File: src/rtl/mem_port_arbiter.sv
// Two-requester round-robin arbiter for a single external memory port.
// Grants one requester, waits MEM_LAT cycles, captures the word and pulses that requester's ack.
module mem_port_arbiter #(
  parameter int AW      = 6,
  parameter int DW      = 6,
  parameter int MEM_LAT = 1
) (
  input  logic          clk,
  input  logic          reset,
  input  logic          req0,
  input  logic [AW-1:0] addr0,
  output logic          ack0,
  input  logic          req1,
  input  logic [AW-1:0] addr1,
  output logic          ack1,
  output logic [DW-1:0] rdata,
  output logic [AW-1:0] mem_addr,
  output logic          mem_valid,
  input  logic [DW-1:0] mem_data,
  output logic          gnt_id,
  output logic          busy
);

  typedef enum logic {IDLE, WAIT} state_t;

  localparam logic [2:0] LAT_INIT = 3'(MEM_LAT);

  state_t       state;
  logic         rr_ptr;
  logic [2:0]   lat_cnt;

  logic         elig0, elig1, any_elig, gnt_sel;
  logic [AW-1:0] addr_sel;

  // A requester whose ack is currently high is masked so a held req is not re-granted.
  always_comb begin
    elig0    = req0 & ~ack0;
    elig1    = req1 & ~ack1;
    any_elig = elig0 | elig1;
    gnt_sel  = 1'b0;
    if (elig0 && elig1) gnt_sel = rr_ptr;
    else                gnt_sel = elig1;
    addr_sel = gnt_sel ? addr1 : addr0;
  end

  always_ff @(posedge clk or posedge reset) begin
    if (reset) begin
      state     <= IDLE;
      mem_addr  <= '0;
      mem_valid <= 1'b0;
      rdata     <= '0;
      ack0      <= 1'b0;
      ack1      <= 1'b0;
      gnt_id    <= 1'b0;
      busy      <= 1'b0;
      rr_ptr    <= 1'b0;
      lat_cnt   <= '0;
    end else begin
      ack0 <= 1'b0;
      ack1 <= 1'b0;
      case (state)
        IDLE: begin
          if (any_elig) begin
            mem_addr  <= addr_sel;
            mem_valid <= 1'b1;
            gnt_id    <= gnt_sel;
            busy      <= 1'b1;
            lat_cnt   <= LAT_INIT;
            rr_ptr    <= ~gnt_sel;
            state     <= WAIT;
          end else begin
            mem_valid <= 1'b0;
          end
        end
        WAIT: begin
          if (lat_cnt == 3'd1) begin
            rdata     <= mem_data;
            if (gnt_id) ack1 <= 1'b1;
            else        ack0 <= 1'b1;
            mem_valid <= 1'b0;
            busy      <= 1'b0;
            lat_cnt   <= '0;
            state     <= IDLE;
          end else begin
            lat_cnt <= lat_cnt - 3'd1;
          end
        end
        default: state <= IDLE;
      endcase
    end
  end

endmodule

File: config.mk
export PLATFORM = sky130hd
export DESIGN_NAME = mem_port_arbiter
export DESIGN_NICKNAME = d
export VERILOG_FILES = /design/src/rtl/mem_port_arbiter.sv
export SDC_FILE = /design/constraint.sdc
export NUM_CORES = 1
export LEC_CHECK = 0
export BUFFER_PORTS_ARGS = -buffer_cell sky130_fd_sc_hd__buf_2
export CAP_MARGIN = 5
export CORE_ASPECT_RATIO = 1.75
export CORE_MARGIN = 2
export CORE_UTILIZATION = 48
export DETAILED_ROUTE_END_ITERATION = 16
export GPL_TIMING_DRIVEN = 1
export PLACE_DENSITY_LB_ADDON = 0.15
export SYNTH_ARGS = -nofsm -noshare
export SYNTH_HDL_FRONTEND = slang
export SYNTH_SLANG_ARGS = --single-unit
export TNS_END_PERCENT = 50
File: constraint.sdc
create_clock -name clk -period 1.7 [get_ports clk]
set_clock_uncertainty 0.15 [all_clocks]
set_input_delay 0.085 -clock clk [delete_from_list [all_inputs] [get_ports clk]]
set_output_delay 0.085 -clock clk [all_outputs]
set_load 0.01 [all_outputs]
# After elaboration in Yosys (flattened, before gate mapping)
# Cells that the tools add are included.
classes:
  addsub: 1
  eq_ne: 3
  muxes: 18
  bitwise: 7
  n_reduce_logical: 4
ops:
  columns: ["operator", "n"]
  rows:
  - ["$mux W1", 11]
  - ["$mux W3", 2]
  - ["$mux W6", 1]
  - ["$pmux W1 S2", 3]
  - ["$pmux W3 S2", 1]
  - ["$reduce_and A2 Y1", 3]
  - ["$not A1 Y1", 4]
  - ["$eq A3 B1 Y1 const B", 1]
  - ["$sub A3 B1 Y3 const B", 1]
  - ["$and A1 B1 Y1", 2]
  - ["$ne A2 B1 Y1 const B", 1]
  - ["$ne A2 B2 Y1 const B", 1]
  - ["$logic_and A1 B1 Y1", 1]
  - ["$or A1 B1 Y1", 1]
totals:
  ff_bits: 22
  in_bits: 22
  out_inout_bits: 17
  word_cells: 43

# Longest topological paths before layout
# Gate-level depths: netlist of run 1.
depth:
  ltp_word: 5
  depth_mapped: 6
  depth_no_buf: 5

# Worst setup path before layout of run 1
# OpenSTA, ideal clock, no wires.
synth_timing:
  kind: "register to register"
  start: "register ack0"
  end: "register mem_addr[0]"
  setup_time_ps: 126
  arrival_ps: 1187
  required_ps: 1424
  path_slack_ps: 237
  stages_incl_launch_ff: 5
  path_buffers: 1
  period_less_slack_ps: 1463
  path_cell_list: "dfrtp_1 -> or3b_1 -> buf_6 -> a221oi_2 -> a2bb2oi_1"
synth_via:
  elab_chain_cells: 5
  elab_cells_between_ends: 7
  classes_between: "mux: 2; bitwise: 3; reduce/logical: 2"
synth_lines:
  columns: ["item", "line", "text"]
  rows:
  - ["start, declared", "12", "output logic ack0,"]
  - ["start signal, assigned", "52", "ack0 <= 1'b0;"]
  - ["start signal, assigned", "59", "ack0 <= 1'b0;"]
  - ["start signal, assigned", "79", "else ack0 <= 1'b1;"]
  - ["$not A1 Y1 (*)", "37", "elig0 = req0 & ~ack0;"]
  - ["$and A1 B1 Y1 (*)", "37", null]
  - ["$logic_and A1 B1 Y1", "41", "if (elig0 && elig1) gnt_sel = rr_ptr;"]
  - ["$mux W1", "41", null]
  - ["$mux W6", "43", "addr_sel = gnt_sel ? addr1 : addr0;"]
  - ["end signal, assigned", "64", "mem_addr <= addr_sel;"]
  - ["end, declared", "17", "output logic [AW-1:0] mem_addr,"]
# Every way passes the cells marked *; elsewhere a longest branch is shown, timed or not.
# A chain may end at the register's enable or synchronous reset.

# Final worst setup path of run 1
layout_timing:
  start: "register rr_ptr"
  end: "register mem_addr[1]"
layout_via:
  elab_chain_cells: 2
layout_lines:
  columns: ["item", "line", "text"]
  rows:
  - ["start, declared", "29", "logic rr_ptr;"]
  - ["start signal, assigned", "69", "rr_ptr <= ~gnt_sel;"]
  - ["$mux W1", "41", null]
  - ["$mux W6", "43", null]
# No other way between the ends.

==> results of run 1 <==
## power breakdown
part           switching, mW  internal [mW]  leakage [nW]
Combinational          0.587          0.550         0.482
Sequential             0.181          0.777         0.262
Clock                  0.160          0.131        0.0210
## cells by family after synthesis
kind of cell / share of synthesized area
AO/OA/AOI/OAI: 0.2076
adder cells (fa/ha/maj): 0.02293
buffers and inverters: 0.04816
flip-flops: 0.5046
multiplexers: 0.01950
AND/OR/NAND/NOR: 0.1973
## final cells by class
cell class / count / area, um^2 / share of cell area
well taps: 24 / 30.03 / 0.02037
clock buffers: 4 / 36.28 / 0.02462
repair buffers: 55 / 350.3 / 0.2377
multi-input cells: 67 / 488.0 / 0.3311
flip-flops and latches: 22 / 550.5 / 0.3735
inverters: 5 / 18.77 / 0.01273
## critical path, delay by kind of cell (launching register included)
kind / cells / cell delay, ns
simple gates: 1 / 0.53
flops: 1 / 0.41
compound gates: 2 / 0.36
## flip-flops by register name, indices dropped and copies added (netlist names)
register	cells
mem_addr	6
rdata	6
lat_cnt	3
ack0	1
ack1	1
busy	1
gnt_id	1
mem_valid	1
rr_ptr	1
state	1
## path summary, 6_finish.rpt
kind | start | end | slack [ns] | cells after the start
setup / recovery | rr_ptr$_DFFE_PP0P_ | mem_addr[1]$_DFFE_PP0P_ | 0.12 | 3
hold / removal | addr1[5] | mem_addr[5]$_DFFE_PP0P_ | 0.09 | 4
setup reg to reg | rr_ptr$_DFFE_PP0P_ | mem_addr[1]$_DFFE_PP0P_ | 0.12 | 3
hold reg to reg | rdata[4]$_DFFE_PP0P_ | rdata[4]$_DFFE_PP0P_ | 0.34 | 2
max in group asynchronous | reset | lat_cnt[0]$_DFFE_PP0P_ | 0.98 | 4
min in group asynchronous | reset | rdata[4]$_DFFE_PP0P_ | 0.19 | 4
## cell usage in the layout (no fill, tap or decap), types with 3 or more instances in the layout
cell,n
sky130_fd_sc_hd__a2bb2oi_1,6
sky130_fd_sc_hd__dfrtp_1,22
sky130_fd_sc_hd__and3b_1,8
sky130_fd_sc_hd__a221oi_2,6
sky130_fd_sc_hd__nor2_1,3
sky130_fd_sc_hd__clkbuf_4,3
sky130_fd_sc_hd__nand2_1,18
sky130_fd_sc_hd__o21ai_0,6
sky130_fd_sc_hd__dlygate4sd3_1,13
sky130_fd_sc_hd__buf_2,38
sky130_fd_sc_hd__inv_1,5
sky130_fd_sc_hd__buf_4,4
## metal layers
| layer | up-vias | share of wire |
|---|---|---|
| met5 | - | 0 |
| met4 | 0 | 0.013 |
| met3 | 2 | 0.043 |
| met2 | 25 | 0.54 |
| met1 | 453 | 0.40 |
| li1 | 458 | - |
## through the flow
stage	util	worst slack [ns]	total power, mW	area (um^2)	cells
floorplan	-	0.2374	1.721	1091	99
global placement	0.6169	0.1834	2.036	1308	160
detailed placement	0.6169	0.1350	2.100	1308	160
CTS	0.6954	0.1264	2.413	1474	177
global route	0.6954	0.04178	2.584	1474	177
finish	0.6954	0.1232	2.387	1474	177
==> results.txt, run 1 <==
----------------------------------------------------
[Flow run]
  Count of maximum capacitance violations ... 0

[Route]
  Initial DRC count ... 21
  Via count normalized by instance count ... 5.299
  Total number of vias ... about 940
  Pre-antenna DRT Iters ... 3
  Avg WL per Cell ... 14.21 um
  Count of antenna-violating nets left after detailed routing ... 0
  Final wirelength ... ~2500 um
  Residual DRC count ... 0

[Yosys]
  Distinct cell type count of the synthesized netlist ... 27
  Share of synthesized registers carrying an async set or reset ... 1.000
  Ranking of synthesized cells by area ... sky130_fd_sc_hd__dfrtp_1 (50%), sky130_fd_sc_hd__a221oi_2 (8.3%), sky130_fd_sc_hd__and3b_1 (6.4%)
  Dominant cell type by area after synthesis ... sky130_fd_sc_hd__dfrtp_1
  Synth Net Count ... roughly 120
  Post-synth EDFFs ... 0
  Mean Syn Cell Area ... approximately 11 um^2
  Count of mapped cells out of synthesis ... 99
  Leading post-synthesis cells by instance count ... sky130_fd_sc_hd__dfrtp_1 (22), sky130_fd_sc_hd__nand2_1 (18), sky130_fd_sc_hd__and3b_1 (8)
  Sequential fraction of the synthesis area ... 0.5046
  Area share of the leading cell type in the synthesized netlist ... 0.5046
  Main flop type after synthesis ... sky130_fd_sc_hd__dfrtp_1
  Synth warnings ... 0
  Leading cell type by number of instances after synthesis ... sky130_fd_sc_hd__dfrtp_1
  Netlist Area Pre-Place ... 1091 um^2
  Number of synthesized register bits ... 22

[Clocking]
  Max Root-Sink Buffers ... 2
  PostCTS Resize Cnt ... 0
  Clock Root Buffer ... sky130_fd_sc_hd__clkbuf_4
  Number of buffers added by the clock tree synthesis step ... 3
  Sinks on the clock net ... 22
  Clock-pin slew on the worst setup and hold paths ... 0.13 ns
  Number of hold-repair buffers added at the cts stage ... 13
  Clk Latency, worst-skew pair ... around 0.31 ns
  TritonCTS clock tree ... done
  Postcts setup bufs ... 0
  H-tree levels ... 1

[Power]
  Worst IR drop on VDD ... between 1 and 1.5 mV
  Power per standard cell area ... approximately 1600 nW/um^2
  Static leakage power ... approximately 0.76 nW

[Worst setup path]
  Library cell contributing the largest single delay on the critical path ... sky130_fd_sc_hd__or3b_1
  CP max stage delay ... between 0.5 and 0.6 ns
  Cells along the critical path ... or3b_1 > a221oi_2 > a2bb2oi_1
  Crit-path max FO ... 6
  WP data required ... 1.74 ns
  Crit end category ... flip-flop
  Critical setup path kind ... flip-flop to flip-flop
  Endpoint arrival time on the critical path ... ~1.6 ns
  Worst setup SP type ... flip-flop

[Floorplan]
  Die span in y ... 67.07 um
  Rows ... 22
  Chip width ... ~40 um
  Starting Density ... 0.5148
  Boundary pin count ... 39
  Core Area ... 2120 um^2
  Die Outline Area ... about 2700 um^2

[Global route]
  Global-route usage over all layers ... 0.2273
  Number of antenna violations at the first check in global routing ... 0
  Pin count of the biggest net entering global routing ... 23
  Vias in the first global route ... about 940
  Wire length of the first global-routing pass ... just over 4000 um
  M1 GR Usage ... 0.2621
  Total global routing overflow ... 0
  M3 GR Usage ... 0.02000
  Met2 track demand over resource ... 0.3891
  Most congested layer reported by global routing ... met2

[Min path]
  Classification of the worst-slack hold path ... input pin to flip-flop

[Timing]
  Hold Worst Slack ... between 0.08 and 0.09 ns
  Worst Tran Pin Value ... around 0.38 ns
  Final hold vios ... 0
  Final total negative setup slack ... 0 ns
  Unrepaired setup endpoints after global routing ... no
  Worst-case headroom to the max-slew limit ... 0.7475
  Minimum clock period ... 1.577 ns
  Maximum frequency from static timing analysis ... about 0.63 GHz
  Number of max-slew violations in the final report ... 0
  Final period utilization ... 0.9275
  Number of setup violations in the final report ... 0

[Layout]
  # diodes ... 0
  Filler Cell Count ... approximately 170
  Layout-stage area growth over the synthesis result ... 35.09%
  Fraction of layout instances using a drive strength above 1 ... 0.3595
  Number of nets in the finished design ... around 180

[Placed design]
  Input/output buffers ... 38
  Hpwl dp ... 1803 um
  GP Congestion ... between 0.7 and 0.8

[Outcome]
  Run status ... finished clean

----------------------------------------------------
No activity file was read; power rests on OpenSTA's default activity.
==> run 2, diff against run 1 <==
--- a/config.mk
+++ b/config.mk
@@ -13,6 +13,7 @@
 export DETAILED_ROUTE_END_ITERATION = 16
 export GPL_TIMING_DRIVEN = 1
 export PLACE_DENSITY_LB_ADDON = 0.15
+export SETUP_SLACK_MARGIN = 0.15
 export SYNTH_ARGS = -nofsm -noshare
 export SYNTH_HDL_FRONTEND = slang
 export SYNTH_SLANG_ARGS = --single-unit
==> results.txt, run 2 (same netlist as run 1, synthesis figures left out) <==
----------------------------------------------------
[Outcome]
  Run status ... finished clean

[Timing]
  Final period utilization ... 0.8711
  Worst Tran Pin Value ... between 0.4 and 0.5 ns
  Final hold vios ... 0
  Post-route setup slack ... around 0.22 ns
  Number of max-slew violations in the final report ... 0
  Unrepaired setup endpoints after global routing ... yes
  Number of setup violations in the final report ... 0
  Worst-case headroom to the max-slew limit ... 0.7226
  Maximum frequency from static timing analysis ... a little under 0.7 GHz
  Minimum clock period ... around 1.5 ns
  Final total negative setup slack ... 0 ns

[Power]
  Power per standard cell area ... 1613 nW/um^2
  Static leakage power ... approximately 0.79 nW
  Total power after layout ... 2.446 mW
  Worst IR drop on VDD ... between 1 and 1.5 mV

[Layout]
  Commonest non-fill, non-tap cell in the layout ... sky130_fd_sc_hd__buf_2
  Number of nets in the finished design ... ~180
  Register cell area after layout ... 550.5 um^2
  Final instance area ... roughly 1500 um^2
  Filler Cell Count ... 166
  Layout-stage area growth over the synthesis result ... 38.99%
  Commonest non-fill, non-tap cells in the layout ... sky130_fd_sc_hd__buf_2 (38), sky130_fd_sc_hd__dfrtp_1 (22), sky130_fd_sc_hd__nand2_1 (18), sky130_fd_sc_hd__dlygate4sd3_1 (13)
  Area of the multi-input gates ... 500.5 um^2
  Fraction of layout instances using a drive strength above 1 ... 0.3885
  # diodes ... 0
  Registers with the highest flip-flop counts ... mem_addr (6), rdata (6), lat_cnt (3)

[Route]
  Final wirelength ... roughly 2600 um
  Count of antenna-violating nets left after detailed routing ... 0
  Total number of vias ... roughly 960
  Initial DRC count ... 17
  Residual DRC count ... 0
  Via count normalized by instance count ... 5.315
  Avg WL per Cell ... 14.20 um
  Pre-antenna DRT Iters ... 3

[Floorplan]
  Chip width ... between 40 and 50 um
  Starting Density ... 0.5148
  Boundary pin count ... 39
  Rows ... 22
  Core Area ... 2120 um^2
  Die Outline Area ... roughly 2700 um^2
  Die span in y ... 67.07 um

[Global route]
  M3 GR Usage ... 0.02000
  Met2 track demand over resource ... 0.3891
  Total global routing overflow ... 0
  Most congested layer reported by global routing ... met2
  M1 GR Usage ... 0.2621
  Number of antenna violations at the first check in global routing ... 0
  Wire length of the first global-routing pass ... 4119 um
  Pin count of the biggest net entering global routing ... 23
  Global-route usage over all layers ... 0.2273
  Vias in the first global route ... between 900 and 1k

[Placed design]
  Setup slack at placement ... between 0.1 and 0.15 ns
  Placed Area ... approximately 1300 um^2
  Hpwl dp ... between 1500 and 2000 um
  GP Congestion ... 0.7089
  Input/output buffers ... 38

[Worst setup path]
  Worst setup SP type ... flip-flop
  Cell family contributing the most delay on the critical path ... simple AND/OR/NAND/NOR gates
  WP data required ... ~1.8 ns
  Cells along the critical path ... or3b_4 > a221oi_2 > a2bb2oi_1
  Crit-path max FO ... 6
  Endpoint arrival time on the critical path ... 1.53 ns
  Source of the worst register-to-register timing path ... rr_ptr$_DFFE_PP0P_
  Library cell contributing the largest single delay on the critical path ... sky130_fd_sc_hd__or3b_4
  Start point of the critical path ... rr_ptr$_DFFE_PP0P_
  Crit end category ... flip-flop
  CP max stage delay ... approximately 0.46 ns
  Critical setup path kind ... flip-flop to flip-flop
  Number of buffers and inverters on the critical path ... 0

[Min path]
  Classification of the worst-slack hold path ... input pin to flip-flop
  Hold Crit Start ... addr1[5]

[Clocking]
  Clock-pin slew on the worst setup and hold paths ... 0.13 ns
  Clock Root Buffer ... sky130_fd_sc_hd__clkbuf_4
  Max Root-Sink Buffers ... 2
  Number of buffers added by the clock tree synthesis step ... 3
  H-tree levels ... 1
  Sinks on the clock net ... 22
  TritonCTS clock tree ... done
  Clk Latency, worst-skew pair ... roughly 0.32 ns

[Flow run]
  Count of maximum capacitance violations ... 0

----------------------------------------------------
[run 2: per-layer routing]
| metal | vias up | wire (um) |
|---|---|---|
| li1 | 468 | - |
| met2 | 27 | 1370 |
| met5 | - | 0 |
| met4 | 0 | 57 |
| met3 | 4 | 114 |
| met1 | 463 | 1028 |
[run 2: timing repair]
item	CTS	global route
hold buffers	13	0
resized for setup	1	2
setup buffers	0	4
endpoints found under the hold margin	34	0
endpoints found under the setup margin	5	9
[run 2: where the power goes]
part,switching [mW],internal [mW],leakage [nW]
logic,0.600,0.586,0.502
clock network,0.165,0.131,0.0210
registers,0.188,0.777,0.262
[run 2: worst paths after layout]
kind / endpoint / slack (ns) / cells after the start
max: mem_addr[1]$_DFFE_PP0P_ / 0.22 / 3
min: mem_addr[5]$_DFFE_PP0P_ / 0.08 / 4
max reg2reg: mem_addr[1]$_DFFE_PP0P_ / 0.22 / 3
min reg2reg: rdata[4]$_DFFE_PP0P_ / 0.34 / 2
max in group asynchronous: lat_cnt[0]$_DFFE_PP0P_ / 0.99 / 4
min in group asynchronous: rdata[4]$_DFFE_PP0P_ / 0.19 / 4
[run 2: worst reg2reg max path, stage by stage (launching register included)]
cell	delay, ns
sky130_fd_sc_hd__dfrtp_1	0.42
sky130_fd_sc_hd__or3b_4	0.46
sky130_fd_sc_hd__a221oi_2	0.24
sky130_fd_sc_hd__a2bb2oi_1	0.09
[run 2: metrics by stage]
stage | utilization | hold WS, ns | instances
finish | 0.7155 | 0.08084 | 181
global route | 0.7155 | 0.1108 | 181
CTS | 0.6966 | 0.08731 | 177
detailed placement | 0.6169 | -0.01748 | 160
global placement | 0.6169 | -0.02129 | 160
floorplan | - | -0.07577 | 99
[run 2: area by class of cell]
cell class / count / area share
Clock buffer: 4 / 0.02393
Sequential cell: 22 / 0.3630
Tap cell: 24 / 0.01980
Multi-Input combinational cell: 67 / 0.3300
Timing Repair Buffer: 59 / 0.2508
Inverter: 5 / 0.01238
==> run 3, diff against run 2 <==
--- a/config.mk
+++ b/config.mk
@@ -12,7 +12,7 @@
 export CORE_UTILIZATION = 48
 export DETAILED_ROUTE_END_ITERATION = 16
 export GPL_TIMING_DRIVEN = 1
-export PLACE_DENSITY_LB_ADDON = 0.15
+export PLACE_DENSITY = 0.79
 export SETUP_SLACK_MARGIN = 0.15
 export SYNTH_ARGS = -nofsm -noshare
 export SYNTH_HDL_FRONTEND = slang
==> constraint.sdc (replaced) <==
create_clock -name clk -period 1.7 [get_ports clk]
set_clock_uncertainty 0.15 [all_clocks]
set_input_delay 0.34 -clock clk [delete_from_list [all_inputs] [get_ports clk]]
set_output_delay 0.34 -clock clk [all_outputs]
set_load 0.01 [all_outputs]
==> results.txt, run 3 (same netlist as run 1, synthesis figures left out) <==
----------------------------------------------------
[Clocking]
  Max Root-Sink Buffers ... 2
  H-tree levels ... 1
  Number of buffers added by the clock tree synthesis step ... 3
  Clk Latency, worst-skew pair ... about 0.3 ns
  Clock Root Buffer ... sky130_fd_sc_hd__clkbuf_4
  Sinks on the clock net ... 22
  TritonCTS clock tree ... done
  Clock-pin slew on the worst setup and hold paths ... approximately 0.11 ns

[Worst setup path]
  Start point of the critical path ... rr_ptr$_DFFE_PP0P_
  CP max stage delay ... 0.47 ns
  Capturing element of the worst setup path ... mem_addr[4]$_DFFE_PP0P_
  Critical setup path kind ... flip-flop to flip-flop
  Reg2Reg Capture Point ... mem_addr[4]$_DFFE_PP0P_
  Cells along the critical path ... or3b_4 > a221oi_2 > a2bb2oi_1
  Register-to-register setup slack ... just under 0.2 ns
  Source of the worst register-to-register timing path ... rr_ptr$_DFFE_PP0P_
  Worst setup SP type ... flip-flop
  Crit-path max FO ... 6
  Endpoint arrival time on the critical path ... ~1.5 ns
  WP data required ... approximately 1.7 ns
  Worst-case reg-to-reg path depth ... 3
  Library cell contributing the largest single delay on the critical path ... sky130_fd_sc_hd__or3b_4
  Crit end category ... flip-flop

[Timing]
  Minimum clock period ... 1.503 ns
  Number of max-slew violations in the final report ... 0
  Final period utilization ... 0.8841
  Number of setup violations in the final report ... 0
  Unrepaired setup endpoints after global routing ... no
  Worst-case headroom to the max-slew limit ... 0.7620
  Maximum frequency from static timing analysis ... about 0.67 GHz
  Final hold vios ... 0
  Hold Worst Slack ... between 0.07 and 0.08 ns
  Worst Tran Pin Value ... about 0.36 ns
  Final total negative setup slack ... 0 ns

[Layout]
  Final instance count without filler cells ... 165
  Commonest non-fill, non-tap cell in the layout ... sky130_fd_sc_hd__buf_2
  Filler Cell Count ... approximately 170
  Layout-stage area growth over the synthesis result ... 25.69%
  Final core utilization ... 0.6470
  Commonest non-fill, non-tap cells in the layout ... sky130_fd_sc_hd__buf_2 (38), sky130_fd_sc_hd__dfrtp_1 (21), sky130_fd_sc_hd__nand2_1 (18), sky130_fd_sc_hd__and3b_1 (8)
  # diodes ... 0
  Number of nets in the finished design ... 167
  Final instance area ... around 1400 um^2
  Registers with the highest flip-flop counts ... mem_addr (6), rdata (6), lat_cnt (3)
  Fraction of layout instances using a drive strength above 1 ... 0.4184

[Power]
  Static leakage power ... a little over 0.7 nW
  Worst IR drop on VDD ... ~0.92 mV
  Power per standard cell area ... ~1700 nW/um^2

[Placed design]
  Input/output buffers ... 38
  GP Congestion ... approximately 0.7
  Hpwl dp ... ~1800 um
  Placed Area ... between 1000 and 1500 um^2
  Placed Cells incl. Taps ... about 160

[Global route]
  Total global routing overflow ... 0
  Pin count of the biggest net entering global routing ... 23
  Vias in the first global route ... approximately 910
  Number of antenna violations at the first check in global routing ... 0
  Global-route usage over all layers ... 0.2065
  Wire length of the first global-routing pass ... between 3000 and 4000 um

[Flow run]
  Count of maximum capacitance violations ... 0

[Floorplan]
  Core Area ... around 2100 um^2
  Chip width ... around 40 um
  Die Outline Area ... 2685 um^2
  Starting Density ... 0.5148
  Boundary pin count ... 39
  Die span in y ... roughly 67 um
  Rows ... 22

[Route]
  Final wirelength ... ~2300 um
  Pre-antenna DRT Iters ... 3
  Count of antenna-violating nets left after detailed routing ... 0
  Via count normalized by instance count ... 5.473
  Initial DRC count ... 9
  Residual DRC count ... 0
  Avg WL per Cell ... approximately 14 um
  Total number of vias ... approximately 900

[Outcome]
  Run status ... finished clean

[Min path]
  Classification of the worst-slack hold path ... input pin to flip-flop

----------------------------------------------------
## run 3: critical path, delay by kind of cell, from the launching register on
kind	cells	cell delay, ns
compound gates	2	0.34
flops	1	0.43
simple gates	1	0.47
## run 3: how the worst min path moves through the flow
stage / cells past startpoint / slack, ns / start / to
detailed placement: 3 / 0.24 / reset / rdata[1]$_DFFE_PP0P_
global placement: 3 / 0.23 / reset / rdata[1]$_DFFE_PP0P_
finish: 3 / 0.07 / mem_data[3] / rdata[3]$_DFFE_PP0P_
floorplan: 1 / 0.18 / reset / ack0$_DFF_PP0_
global route: 3 / 0.08 / mem_data[3] / rdata[3]$_DFFE_PP0P_
CTS: 3 / 0.07 / mem_data[3] / rdata[3]$_DFFE_PP0P_
## run 3: metrics by stage
| stage | power (mW) | worst slack (ns) |
|---|---|---|
| 2_1_floorplan | 1.721 | 0.2374 |
| 3_3_place_gp | 2.040 | 0.1569 |
| 3_5_place_dp | 2.103 | 0.09151 |
| 4_1_cts | 2.355 | 0.1776 |
| 5_1_grt | 2.544 | 0.1562 |
| 6_report | 2.344 | 0.1971 |
## run 3: report_power, final
group          internal, mW  total, mW  switching, mW
clock                0.0826      0.226          0.143
sequential            0.779      0.960          0.181
combinational         0.562       1.16          0.596
## run 3: layout make-up
type / count / area, um^2 / share of cell area
flip-flops and latches: 22 / 551.8 / 0.4024
multi-input cells: 67 / 510.5 / 0.3723
repair buffers: 44 / 237.7 / 0.1734
well taps: 24 / 30.03 / 0.02190
clock buffers: 3 / 22.52 / 0.01642
inverters: 5 / 18.77 / 0.01369
## run 3: layer usage
layer,vias to the layer above,GRT usage,part of all wire
met4,0,0.09052,0.0091
met1,433,0.2212,0.39
met3,2,0.03667,0.062
li1,438,-,-
met5,-,0,0
met2,30,0.3649,0.54
## run 3: repair_timing
item                                   in CTS  in global routing
hold buffers                                1                  0
endpoints found under the hold margin      22                  0
setup endpoints to repair                   6                 10
setup buffers                               0                  0
gates resized for setup                     3                  3
